File: config.mk
export PLATFORM = sky130hd
export DESIGN_NAME = sc_bitstream_counter
export DESIGN_NICKNAME = d
export VERILOG_FILES = /design/src/rtl/sc_bitstream_counter.sv
export SDC_FILE = /design/constraint.sdc
export NUM_CORES = 1
export LEC_CHECK = 0
export CORE_MARGIN = 4
export CORE_UTILIZATION = 63
export CTS_BUF_LIST = sky130_fd_sc_hd__clkbuf_8
export DETAILED_ROUTE_END_ITERATION = 8
export PLACE_DENSITY = 0.87
export SLEW_MARGIN = 10
export SYNTH_ARGS = -nofsm -noshare
export SYNTH_HDL_FRONTEND = slang
export SYNTH_SLANG_ARGS = --single-unit
File: constraint.sdc
create_clock -name clk -period 4.3 [get_ports clk]
set_input_delay 0.86 -clock clk [delete_from_list [all_inputs] [get_ports clk]]
set_output_delay 0.86 -clock clk [all_outputs]
set_load 0.05 [all_outputs]
File: src/rtl/sc_bitstream_counter.sv
// rtl/sc_bitstream_counter.sv - counts ones in a fixed window of a stochastic bitstream after a warm-up
module sc_bitstream_counter #(
  parameter int WIN_LOG2 = 8,
  parameter int WARMUP   = 16,
  parameter int OUT_W    = WIN_LOG2 + 1
) (
  input  logic             clk,
  input  logic             rst_n,
  input  logic             start,
  input  logic             abort,
  input  logic             bit_in,
  input  logic             bit_vld,
  output logic [OUT_W-1:0] out_cnt,
  output logic             out_vld,
  input  logic             out_rdy,
  output logic             busy
);

  // warm_cnt only needs to reach WARMUP-1; keep it at least one bit wide when WARMUP is 0 or 1
  localparam int WARM_W = (WARMUP > 1) ? $clog2(WARMUP) : 1;
  localparam logic [WARM_W-1:0]   WARM_LAST = WARM_W'((WARMUP > 0) ? WARMUP - 1 : 0);
  localparam logic [WIN_LOG2-1:0] SAMP_LAST = '1;

  typedef enum logic [1:0] {IDLE, WARM, ACC, HOLD} state_t;

  // With no warm-up the first valid bit after start is already a window sample
  localparam state_t FIRST = (WARMUP > 0) ? WARM : ACC;

  state_t              state, state_nx;
  logic [WARM_W-1:0]   warm_cnt, warm_cnt_nx;
  logic [WIN_LOG2-1:0] samp_cnt, samp_cnt_nx;
  logic [OUT_W-1:0]    ones_cnt, ones_cnt_nx;
  logic [OUT_W-1:0]    out_cnt_nx;
  logic                out_vld_nx;
  logic [OUT_W-1:0]    bit_ext;

  assign bit_ext = {{(OUT_W-1){1'b0}}, bit_in};

  // Next-state and counter update; abort overrides start, stream and handshake
  always_comb begin
    state_nx    = state;
    warm_cnt_nx = warm_cnt;
    samp_cnt_nx = samp_cnt;
    ones_cnt_nx = ones_cnt;
    out_cnt_nx  = out_cnt;
    out_vld_nx  = out_vld;
    if (abort) begin
      state_nx    = IDLE;
      warm_cnt_nx = '0;
      samp_cnt_nx = '0;
      ones_cnt_nx = '0;
      out_vld_nx  = 1'b0;
    end else begin
      case (state)
        IDLE: begin
          if (start) begin
            warm_cnt_nx = '0;
            samp_cnt_nx = '0;
            ones_cnt_nx = '0;
            state_nx    = FIRST;
          end
        end
        WARM: begin
          if (bit_vld) begin
            warm_cnt_nx = warm_cnt + WARM_W'(1);
            if (warm_cnt == WARM_LAST) begin
              state_nx = ACC;
            end
          end
        end
        ACC: begin
          if (bit_vld) begin
            samp_cnt_nx = samp_cnt + WIN_LOG2'(1);
            ones_cnt_nx = ones_cnt + bit_ext;
            if (samp_cnt == SAMP_LAST) begin
              out_cnt_nx = ones_cnt + bit_ext;
              out_vld_nx = 1'b1;
              state_nx   = HOLD;
            end
          end
        end
        HOLD: begin
          // A start coinciding with the handshake chains straight into the next window
          if (out_rdy) begin
            out_vld_nx = 1'b0;
            state_nx   = IDLE;
            if (start) begin
              warm_cnt_nx = '0;
              samp_cnt_nx = '0;
              ones_cnt_nx = '0;
              state_nx    = FIRST;
            end
          end
        end
        default: state_nx = IDLE;
      endcase
    end
  end

  // State and datapath registers; busy is registered from the next state so it tracks state != IDLE
  always_ff @(posedge clk or negedge rst_n) begin
    if (!rst_n) begin
      state    <= IDLE;
      warm_cnt <= '0;
      samp_cnt <= '0;
      ones_cnt <= '0;
      out_cnt  <= '0;
      out_vld  <= 1'b0;
      busy     <= 1'b0;
    end else begin
      state    <= state_nx;
      warm_cnt <= warm_cnt_nx;
      samp_cnt <= samp_cnt_nx;
      ones_cnt <= ones_cnt_nx;
      out_cnt  <= out_cnt_nx;
      out_vld  <= out_vld_nx;
      busy     <= (state_nx != IDLE);
    end
  end

endmodule
==> impl_metrics.csv <==
group,metric,value,unit
run_status,outcome,"finished clean",
layout,seq_area,850.8,um2
cts,clk_pin_slew,0.06,ns
cts,cts_buffer_depth,2,
cts,cts.htree.levels,2,
route,via_per_inst,6.300,
critical_path,ff2ff_setup_slack,2.16,ns
yosys,ys_seq_area_share,46.96,%
cts,cts_root_buffer,"clkbuf_8",
critical_path,crit_type,"input port to flip-flop",
die,die_w,61.63,um
yosys,synthCells,177,
yosys,netlist_area,1812,um2
route,drcViolationCount,0,
yosys,ys_async_sr_fraction,100.0,%
grt,track_usage,21.81,%
critical_path,ff2ff_path_depth,4,
die,core_area,2758,um2
power_and_ir_drop,pwr-share-comb,6.6,%
critical_path,path_buf_inv,2,
run,maxCapViolCount,0,
critical_path,crit_path_start_kind,"input port",
timing,fin_crit,2.723,ns
hold_path,hold_path.class,"flip-flop to flip-flop",
route,drtIter0Drc,48,
cts,cts_made_buffers,5,
timing,drv_slew,0,
power_and_ir_drop,seqPwrFrac,54.9,%
critical_path,crit_cells,5,
layout,final_area,2063,um2
critical_path,critPathCaptureType,"flip-flop",
placed_design,hpwl,2.491,mm
placed_design,port_buffers,17,
yosys,yosys.area.top_type,"dfrtp_1",
die,initial_core_util,65.70,%
layout,final_cell_mix,"dfrtp_1 (34), o21ai_0 (19), clkdlybuf4s50_1 (17)",
yosys,synth_nets,188,
timing,clock_skew,0.003994,ns
critical_path,cp.arrival,2.93,ns
critical_path,crit_end,"samp_cnt[7]",
yosys,synth_top_area_share,46.96,%
yosys,synthFlopType,"dfrtp_1",
critical_path,r2r-end,"samp_cnt[7]",
layout,drive_above_1_share,11.98,%
timing,worst_pin_slew,0.6406,ns
placed_design,place_area,1981,um2
timing,tns,0,ns
power_and_ir_drop,clkPwrFrac,38.5,%
route,vias,1405,
timing,rsz0062_at_grt,"no",
yosys,synth_edf_count,0,
cts,cts_tree,"done",
power_and_ir_drop,leakagePower,0.9334,nW
timing,hold_viol_final,0,
timing,fmax,367.3,MHz
grt,grt_start_max_net_pins,35,
critical_path,r2r-start,"state[1]",
critical_path,cp_slowest_cell,"clkdlybuf4s50_1",
timing,setup_violations,0,
yosys,ys_ff_latch,34,
power_and_ir_drop,internal-power,460.3,uW
power_and_ir_drop,switching_share,22.37,%
die,die_area,3798,um2
critical_path,crit_fanout,19,
yosys,synth.distinct_cells,44,
critical_path,cpPeakStageDelay,0.87,ns
yosys,synth_area_leaders,"dfrtp_1 (47%), mux2_2 (5.6%), o21ai_0 (5.2%), ha_1 (2.8%), nand3_1 (2.5%)",
power_and_ir_drop,p_sw,132.6,uW
die,io_pins,18,
grt,grt_pass1_vias,1399,
yosys,syn_area_per_cell,10.24,um2
layout,n_fill_cell,180,
layout,final_common_cell,"dfrtp_1",
critical_path,cp_top_family,"buffers and inverters",
critical_path,crit_chain,"clkdlybuf4s50_1, inv_1, o221a_1, or4_1, a21boi_1",
grt,grt_antenna_before_repair,0,
layout,finalNetCount,204,
timing,fin_hold_ws,0.5060,ns
layout,syn2layout_area_growth,13.88,%
route,final_antenna_net_count,0,
die,die_h,61.63,um
cts,cts_hold_buf,0,
placed_design,routabilityCongestion,0.8749,
placed_design,dpl.cell_count,217,
critical_path,cp.required,4.51,ns
route,routed_wl,3.618,mm
cts,postCtsResizedCells,0,
die,rows,19,
power_and_ir_drop,ir_drop,0.0003053,V
layout,antennaDiodeCount,0,
cts,postCtsSetupBuffers,0,
cts,clk_latency,0.28,ns
grt,grt_overflow,0,
grt,grt_pass1_wl,6.120,mm
timing,min_period_over_period,63.32,%
route,drt-pass1-iter-count,4,
yosys,yosysWarnings,0,
power_and_ir_drop,power_density,287.4,nW/um2
critical_path,cp-startpoint,"abort",
layout,instances_no_fill,223,
cts,cts_sinks,34,
layout,multi_input_area,887.1,um2
route,detail_route.wl_per_cell,16.22,um
timing,max_slew_margin,57.10,%
[layout make-up]
cell class | count | share of cell area (%)
multi-input combinational | 127 | 43.00
sequential | 34 | 41.24
timing repair buffer | 18 | 8.611
clock buffer | 6 | 4.002
tap | 31 | 1.880
inverter | 7 | 1.273
[flip-flops by register name (all words and copies together) (netlist names)]
signal / cells
out_cnt: 9
ones_cnt: 9
warm_cnt: 4
samp_cnt: 8
out_vld: 1
state: 2
busy: 1
[through the flow]
stage | power (mW) | setup WS [ns] | utilization (%)
finish | 0.5929 | 1.577 | 74.82
global route | 0.6183 | 1.444 | 74.82
CTS | 0.5942 | 1.598 | 74.82
detailed placement | 0.3704 | 1.321 | 71.82
global placement | 0.3684 | 1.434 | 71.82
floorplan | 0.3523 | 2.097 | -
[cell usage after synthesis, types with 2 or more instances]
cell       count
a21oi_1        3
a22o_1         3
a31oi_1        4
and2_1         2
and3_1         5
buf_2          2
clkbuf_1       4
dfrtp_1       34
ha_1           4
inv_1          7
mux2_2         9
mux2i_1        3
nand2_1       12
nand2b_1       2
nand3_1        9
nand4_1        3
nor2_1         9
nor3_1         3
nor3b_2        2
o211ai_1       3
o21ai_0       19
o2bb2ai_1      2
o31ai_1        6
or3_1          2
xnor2_1        4
xor2_1         3
[kinds of logic (layout without fill, tap and decap cells)]
| family | count (synthesis) | count (layout) | share of synthesized area, % |
|---|---|---|---|
| AO/OA/AOI/OAI | 46 | 46 | 16.51 |
| XOR/XNOR | 7 | 7 | 3.384 |
| adder cells (fa/ha/maj) | 4 | 4 | 2.763 |
| buffers and inverters | 16 | 31 | 4.075 |
| flip-flops | 34 | 34 | 46.96 |
| multiplexers | 12 | 12 | 7.252 |
| AND/OR/NAND/NOR | 58 | 58 | 19.06 |
[worst register-to-register path: cells and delay by family (launching register included)]
family | cells | cell delay (ns)
and+or+nand+nor | 2 | 0.76
DFF | 1 | 0.67
AOI/OAI and AO/OA | 2 | 0.64
[metal layers]
| metal | vias up | share of wire [%] | global-route usage, % |
|---|---|---|---|
| li1 | 672 | - | - |
| met1 | 690 | 43 | 24.87 |
| met2 | 34 | 50 | 37.82 |
| met3 | 9 | 4.9 | 7.338 |
| met4 | 0 | 1.6 | 7.879 |
| met5 | - | 0 | 0 |
[power groups by stage]
stage	Sequential [mW]	Clock (mW)	Combinational, mW
6_report	0.326	0.228	0.0390
5_1_grt	0.326	0.249	0.0435
4_1_cts	0.326	0.229	0.0397
3_5_place_dp	0.331	0	0.0390
3_3_place_gp	0.331	0	0.0373
2_1_floorplan	0.333	0	0.0190
[how the worst min path moves through the flow]
stage	startpoint	end	slack [ns]	cells past startpoint
global placement	out_cnt[6]	out_cnt[6]	0.49	1
CTS	ones_cnt[8]	ones_cnt[8]	0.51	1
floorplan	samp_cnt[5]	samp_cnt[5]	0.47	1
global route	ones_cnt[8]	ones_cnt[8]	0.53	1
detailed placement	ones_cnt[8]	ones_cnt[8]	0.50	1
finish	out_cnt[6]	out_cnt[6]	0.51	1
Power figures use the tool's default switching activity.
